--- src/rtl/tnn_neuron_serial.sv ---
// Serial ternary-weight neuron: one feature per cycle into a signed sum,
// then a thresholded one-bit decision with the signed margin.
module tnn_neuron_serial #(
    parameter  int N_IN   = 7,
    parameter  int IN_W   = 2,
    parameter  int THRESH = 0,
    localparam int ACC_W  = $clog2(N_IN * (2 ** IN_W - 1) + 1) + 1
) (
    input  logic                   clk,
    input  logic                   rst_n,
    input  logic                   s_valid,
    output logic                   s_ready,
    input  logic [N_IN*IN_W-1:0]   s_data,
    input  logic [N_IN-1:0]        w_pos,
    input  logic [N_IN-1:0]        w_neg,
    output logic                   m_valid,
    input  logic                   m_ready,
    output logic                   m_out,
    output logic signed [ACC_W-1:0] m_margin
);

    localparam int IDX_W = (N_IN > 1) ? $clog2(N_IN) : 1;

    typedef enum logic [1:0] {
        IDLE,
        ACC,
        DONE
    } state_t;

    state_t state;
    state_t state_next;

    logic [N_IN*IN_W-1:0]    data_q;
    logic [N_IN-1:0]         pos_q;
    logic [N_IN-1:0]         neg_q;
    logic [IDX_W-1:0]        idx;
    logic signed [ACC_W-1:0] acc;
    logic signed [ACC_W-1:0] acc_next;
    logic signed [ACC_W-1:0] feat_x;
    logic [IN_W-1:0]         feat;
    logic                    last;

    assign last = (idx == IDX_W'(N_IN - 1));

    // Conflicting weight bits (both set) fall through as a zero weight.
    always_comb begin
        feat     = data_q[idx*IN_W +: IN_W];
        feat_x   = ACC_W'(feat);
        acc_next = acc;
        if (pos_q[idx] && !neg_q[idx]) begin
            acc_next = acc + feat_x;
        end else if (neg_q[idx] && !pos_q[idx]) begin
            acc_next = acc - feat_x;
        end
    end

    always_ff @(posedge clk or negedge rst_n) begin
        if (!rst_n) begin
            state <= IDLE;
        end else begin
            state <= state_next;
        end
    end

    always_comb begin
        state_next = state;
        s_ready    = 1'b0;
        case (state)
            IDLE: begin
                s_ready = 1'b1;
                if (s_valid) begin
                    state_next = ACC;
                end
            end
            ACC: begin
                if (last) begin
                    state_next = DONE;
                end
            end
            DONE: begin
                if (m_ready) begin
                    state_next = IDLE;
                end
            end
            default: state_next = IDLE;
        endcase
    end

    always_ff @(posedge clk or negedge rst_n) begin
        if (!rst_n) begin
            data_q   <= '0;
            pos_q    <= '0;
            neg_q    <= '0;
            idx      <= '0;
            acc      <= '0;
            m_valid  <= 1'b0;
            m_out    <= 1'b0;
            m_margin <= '0;
        end else begin
            case (state)
                IDLE: begin
                    if (s_valid) begin
                        data_q <= s_data;
                        pos_q  <= w_pos;
                        neg_q  <= w_neg;
                        idx    <= '0;
                        acc    <= '0;
                    end
                end
                ACC: begin
                    acc <= acc_next;
                    idx <= idx + 1'b1;
                    if (last) begin
                        m_margin <= acc_next;
                        m_out    <= (int'(acc_next) > THRESH);
                        m_valid  <= 1'b1;
                    end
                end
                DONE: begin
                    if (m_ready) begin
                        m_valid <= 1'b0;
                    end
                end
                default: ;
            endcase
        end
    end

endmodule
--- config.mk ---
export PLATFORM = sky130hd
export DESIGN_NAME = tnn_neuron_serial
export DESIGN_NICKNAME = d
export VERILOG_FILES = /design/src/rtl/tnn_neuron_serial.sv
export SDC_FILE = /design/constraint.sdc
export NUM_CORES = 1
export LEC_CHECK = 0
export CAP_MARGIN = 20
export CORE_UTILIZATION = 53
export DETAILED_ROUTE_END_ITERATION = 7
export PLACE_DENSITY = 0.87
export SYNTH_ARGS = -nofsm -noshare
export SYNTH_HDL_FRONTEND = slang
export SYNTH_SLANG_ARGS = --single-unit
--- constraint.sdc ---
create_clock -name clk -period 3.8 [get_ports clk]
set_input_delay 0.57 -clock clk [delete_from_list [all_inputs] [get_ports clk]]
set_output_delay 0.57 -clock clk [all_outputs]
set_load 0.02 [all_outputs]
* Word level (Yosys, flattened, before mapping)
Index checks and enable logic that the tools add are counted.
Operators by class: add/subtract/negate cells 3, shifts and indexed selects 1, magnitude comparators 2, mux-type cells 18, reduce and logical (&&, ||, !) cells 12, equal/unequal tests 6
Operators with widths (count):
- 2-to-1 mux 6 bit | 3
- indexed part select 14 x 5 -> 2 bit | 1
- case mux 6 bit (2 select lines) | 1
- adder 6 x 3 -> 6 bit | 1
- binary-select mux 1 bit (select 3 bit) | 2
- > comparator 6 x 1 -> 1 bit, second input constant | 1
- 2-to-1 mux 2 bit | 3
- != test 2 bit, second input constant | 3
- case mux 2 bit (3 select lines) | 1
- case mux 3 bit (2 select lines) | 1
- AND reduction 2 bit | 3
- AND reduction 3 bit | 2
- subtractor 6 x 3 -> 6 bit | 1
- 2-to-1 mux 1 bit | 5
- < comparator 3 x 4 -> 1 bit, second input constant | 1
- nonzero test 2 bit | 2
- adder 3 x 1 -> 3 bit, second input constant | 1
- == test 3 bit, second input constant | 1
- 2-to-1 mux 3 bit | 1
- == test 2 x 1 -> 1 bit, second input constant | 1
- == test 2 bit, second input constant | 1
- logical AND 1 bit | 2
- logical NOT 1 bit | 2
- logical NOT 2 bit | 1
- case mux 1 bit (2 select lines) | 1
Word-level totals: logic and storage cells 51, bits in registers 47

* Depth between registers and ports, before layout
depth after elaboration 7, gate-level depth with buffers 14

* Least setup slack after synthesis
OpenSTA, ideal clock, no wires.
path type register to register, start register idx[0], end register m_out, cell stages (with the launch flop) 14, buffers on the path 1, clock period less this slack 2.778 ns, setup slack 1.022 ns, setup time 0.120 ns, arrival 2.658 ns, path through dfrtp_1 > buf_4 > mux4_1 > nand2_1 > o21ai_0 > ha_1 > inv_1 > fa_1 > inv_1 > o2bb2ai_1 > a21oi_1 > and3_4 > nand3_2 > a31o_1
On the way: cells in the longest elaborated chain, start to end 7
Ends and longest elaborated chain:
- start, declared | line 36 | logic [IDX_W-1:0] idx;
- start signal, assigned | line 112 | idx <= idx + 1'b1;
- parallel branches: the longest is 7 deep, another holds subtractor 6 x 3 -> 6 bit
- end signal, assigned | line 115 | m_out <= (int'(acc_next) > THRESH);
- end, declared | line 18 | output logic m_out,
Several ways; the timed one is not identified. The select of a mux whose other input is x is not followed. A chain may end at the register's enable or synchronous reset.

* Final worst setup path
Same ends and word-level chain as after synthesis.

==> flow_metrics.tcl <==
set metrics [dict create \
    first_iter_violations 172 \
    initial_core_util 0.5497 \
    rrSetupSlack_ns 0.73 \
    synth_top_family_by_area "simple AND/OR/NAND/NOR gates" \
    grt-ovfl-total 0 \
    ys_seq_area_frac 0.4914 \
    worstPathArrival_ns 3.27 \
    cts.path.max_buffers 2 \
    io_buffers 40 \
    register_area_um2 1176 \
    synth_compound_area_frac 0.1181 \
    rows 24 \
    cts_tree "yes" \
    critPathTopFamily "flip-flops" \
    drive_above_1_share 0.07904 \
    fin_crit_sh 0.8086 \
    core_um2 4354 \
    design.die.area_um2 4789 \
    ys.flop_type "dfrtp_1" \
    synth-simple-area-share 0.2253 \
    synth_edf_count 0 \
    gp_congestion 0.8195 \
    die_w_um 69.20 \
    antennaDiodeCount 0 \
    hold_viol 0 \
    worstSetupStartpointType "flop" \
    antenna_found_initial 0 \
    drc 0 \
    cts_resized 0 \
    crit_required_ns 3.99 \
    tns_ns 0 \
    syn-num-nets 293 \
    yosys_warnings 0 \
    rsz0062_at_grt "false" \
    yosysUniqueCellTypes 40 \
    clock_latency_ns 0.30 \
    area_growth_pct 23.31 \
    slew_violations 0 \
    critPathKind "flop to flop" \
    syn-mean-instance-area_um2 9.461 \
    status "completed" \
    synthAdderAreaFrac 0.04809 \
    final_nets 331 \
    clk_pin_slew_ns 0.09 \
    cts.sinks 47 \
    via_per_inst 5.245 \
    grt_pass1_vias 1733 \
    path_cells "mux4_1 -> nand2_1 -> o21ai_0 -> ha_1 -> inv_1 -> fa_1 -> inv_1 -> o2bb2ai_1 -> a21oi_1 -> and3_4 -> nand3_2 -> a31o_1" \
    ys_ff_latch 47 \
    cts-root-buf "clkbuf_8" \
    avgRoutedWirePerCell_um 13.27 \
    grt_first_pass_wirelength_mm 7.983 \
    grt_max_degree 48 \
    cp_common_cell "inv_1" \
    leakagePower_uw 0.001422 \
    n_fill_cell 337 \
    hold_buffers 0 \
    peakVddDrop_mv 0.3980 \
    synthArstFlopShare 1.000 \
    setup_violations 0 \
    netlist_area_um2 2394 \
    cp_slowest_cell "dfrtp_1" \
    period_needed_ns 3.072 \
    drtAntennaViolNets 0 \
    maxCapViolations 0 \
    hold_class "primary input to asynchronous set/reset pin" \
    final_util 0.6779 \
    fin_skew_ns 0.008535 \
    slew_headroom 0.3695 \
    vias 1799 \
    cts_setup_buffers 0 \
    dr.pass1.iters 4 \
    cts_made_buffers 5 \
    multi_input_area_um2 1135 \
    synthMuxAreaShare 0.06430 \
    chipHeight_um 69.20 \
    synth_xor_area_frac 0.01830 \
    ioPinCount 41 \
    cp_max_fo 13 \
    dp_hpwl_mm 3.215 \
    routed_wl_mm 4.553 \
    p_per_area_nw_per_um2 873.9 \
    grt_usage 0.2090 \
    fmax_ghz 0.3255 \
    synthCells 253 \
    cp_slowest_stage_delay_ns 0.64 \
    worstMarginPinSlew_ns 0.9458 \
    path_buf_inv 2 \
    htree_levels 2 \
    worst_setup_path_end_kind "flop" \
]
==> where the power goes <==
group          internal (µW)  switching, µW
sequential               727            202
combinational            599            699
clock                    193            159
==> stage by stage <==
step / setup WS [ns] / total power [µW] / hold slack [ns] / std cells / area, µm²
after global placement: 0.8377 / 2151 / 0.4538 / 334 / 2801
after global routing: 0.5970 / 2784 / 0.07728 / 343 / 2952
after floorplan: 1.022 / 1894 / 0.2744 / 253 / 2394
after detailed placement: 0.7362 / 2220 / 0.4631 / 334 / 2801
after CTS: 0.7308 / 2573 / 0.4795 / 341 / 2904
final: 0.7275 / 2579 / 0.08587 / 343 / 2952
==> logic make-up (layout without fill, tap and decap cells) <==
kind of cell | count (synthesis) | after routing
AOI/OAI and AO/OA | 35 | 35
xor gates and xnor gates | 5 | 5
adders and majority gates | 8 | 8
buffers and inverters | 19 | 57
DFF | 47 | 47
muxes | 11 | 11
and+or+nand+nor | 128 | 128
==> worst register-to-register path: stages (launching register included) <==
cell and delay, ns:
dfrtp_1 0.64, mux4_1 0.61, nand2_1 0.07, o21ai_0 0.12, ha_1 0.20, inv_1 0.10
fa_1 0.42, inv_1 0.07, o2bb2ai_1 0.05, a21oi_1 0.21, and3_4 0.22, nand3_2 0.07
a31o_1 0.21
==> flip-flops by register name, indices dropped and copies added (netlist names) <==
register  count
data_q       14
neg_q         7
pos_q         7
acc           6
m_margin      6
idx           3
state         2
m_out         1
m_valid       1
==> path summary, 6_finish.rpt <==
check | start | endpoint | cells after the start
worst min-delay path | rst_n | m_margin[3] | 1
min in group clk | data_q[9] | data_q[9] | 2
worst max register to register | idx[0] | m_out | 12
worst min register to register | data_q[9] | data_q[9] | 2
worst max-delay path | idx[0] | m_out | 12
max in group asynchronous | rst_n | idx[1] | 2
==> cells in the mapped netlist, types with 3 or more instances <==
cell type	instances	share of area
o21ai_0	13	0.027
dfrtp_1	47	0.49
nand2_1	98	0.15
clkbuf_1	9	0.014
a21oi_1	3	0.0063
ha_1	6	0.031
mux2i_1	6	0.025
nor2_1	8	0.013
o21ai_1	4	0.0084
nand3_1	9	0.019
nand2b_1	3	0.0078
xnor2_1	4	0.015
nor2b_1	3	0.0078
inv_1	8	0.013
==> cells in the final DEF (no fill, tap or decap), drive strengths merged, types with 2 or more instances in the layout <==
master,count
buf,3
inv,8
dfrtp,47
and2,2
a21oi,3
ha,6
xnor2,4
nand2,98
o21ai,18
nor2,8
nand2b,3
mux2i,6
o2bb2ai,2
nor2b,4
clkbuf,6
mux2,3
a22o,2
nand3,10
mux4,2
clkdlybuf4s50,39
fa,2
==> routing by layer <==
metal  global-route usage  part of all wire  vias up
met1               0.2866              0.46      846
li1                     -                 -      907
met4              0.05896            0.0088        0
met5                    0                 0        -
met3              0.04506             0.037        4
met2               0.3376              0.49       42
==> cell type report <==
class	count	share of cell area
multi-input cells	187	0.3845
clock inverters	1	0.01017
clock buffers	6	0.02459
well taps	52	0.02204
repair buffers	42	0.1501
inverters	8	0.01017
flip-flops and latches	47	0.3985
No activity file was read; power rests on OpenSTA's default activity.
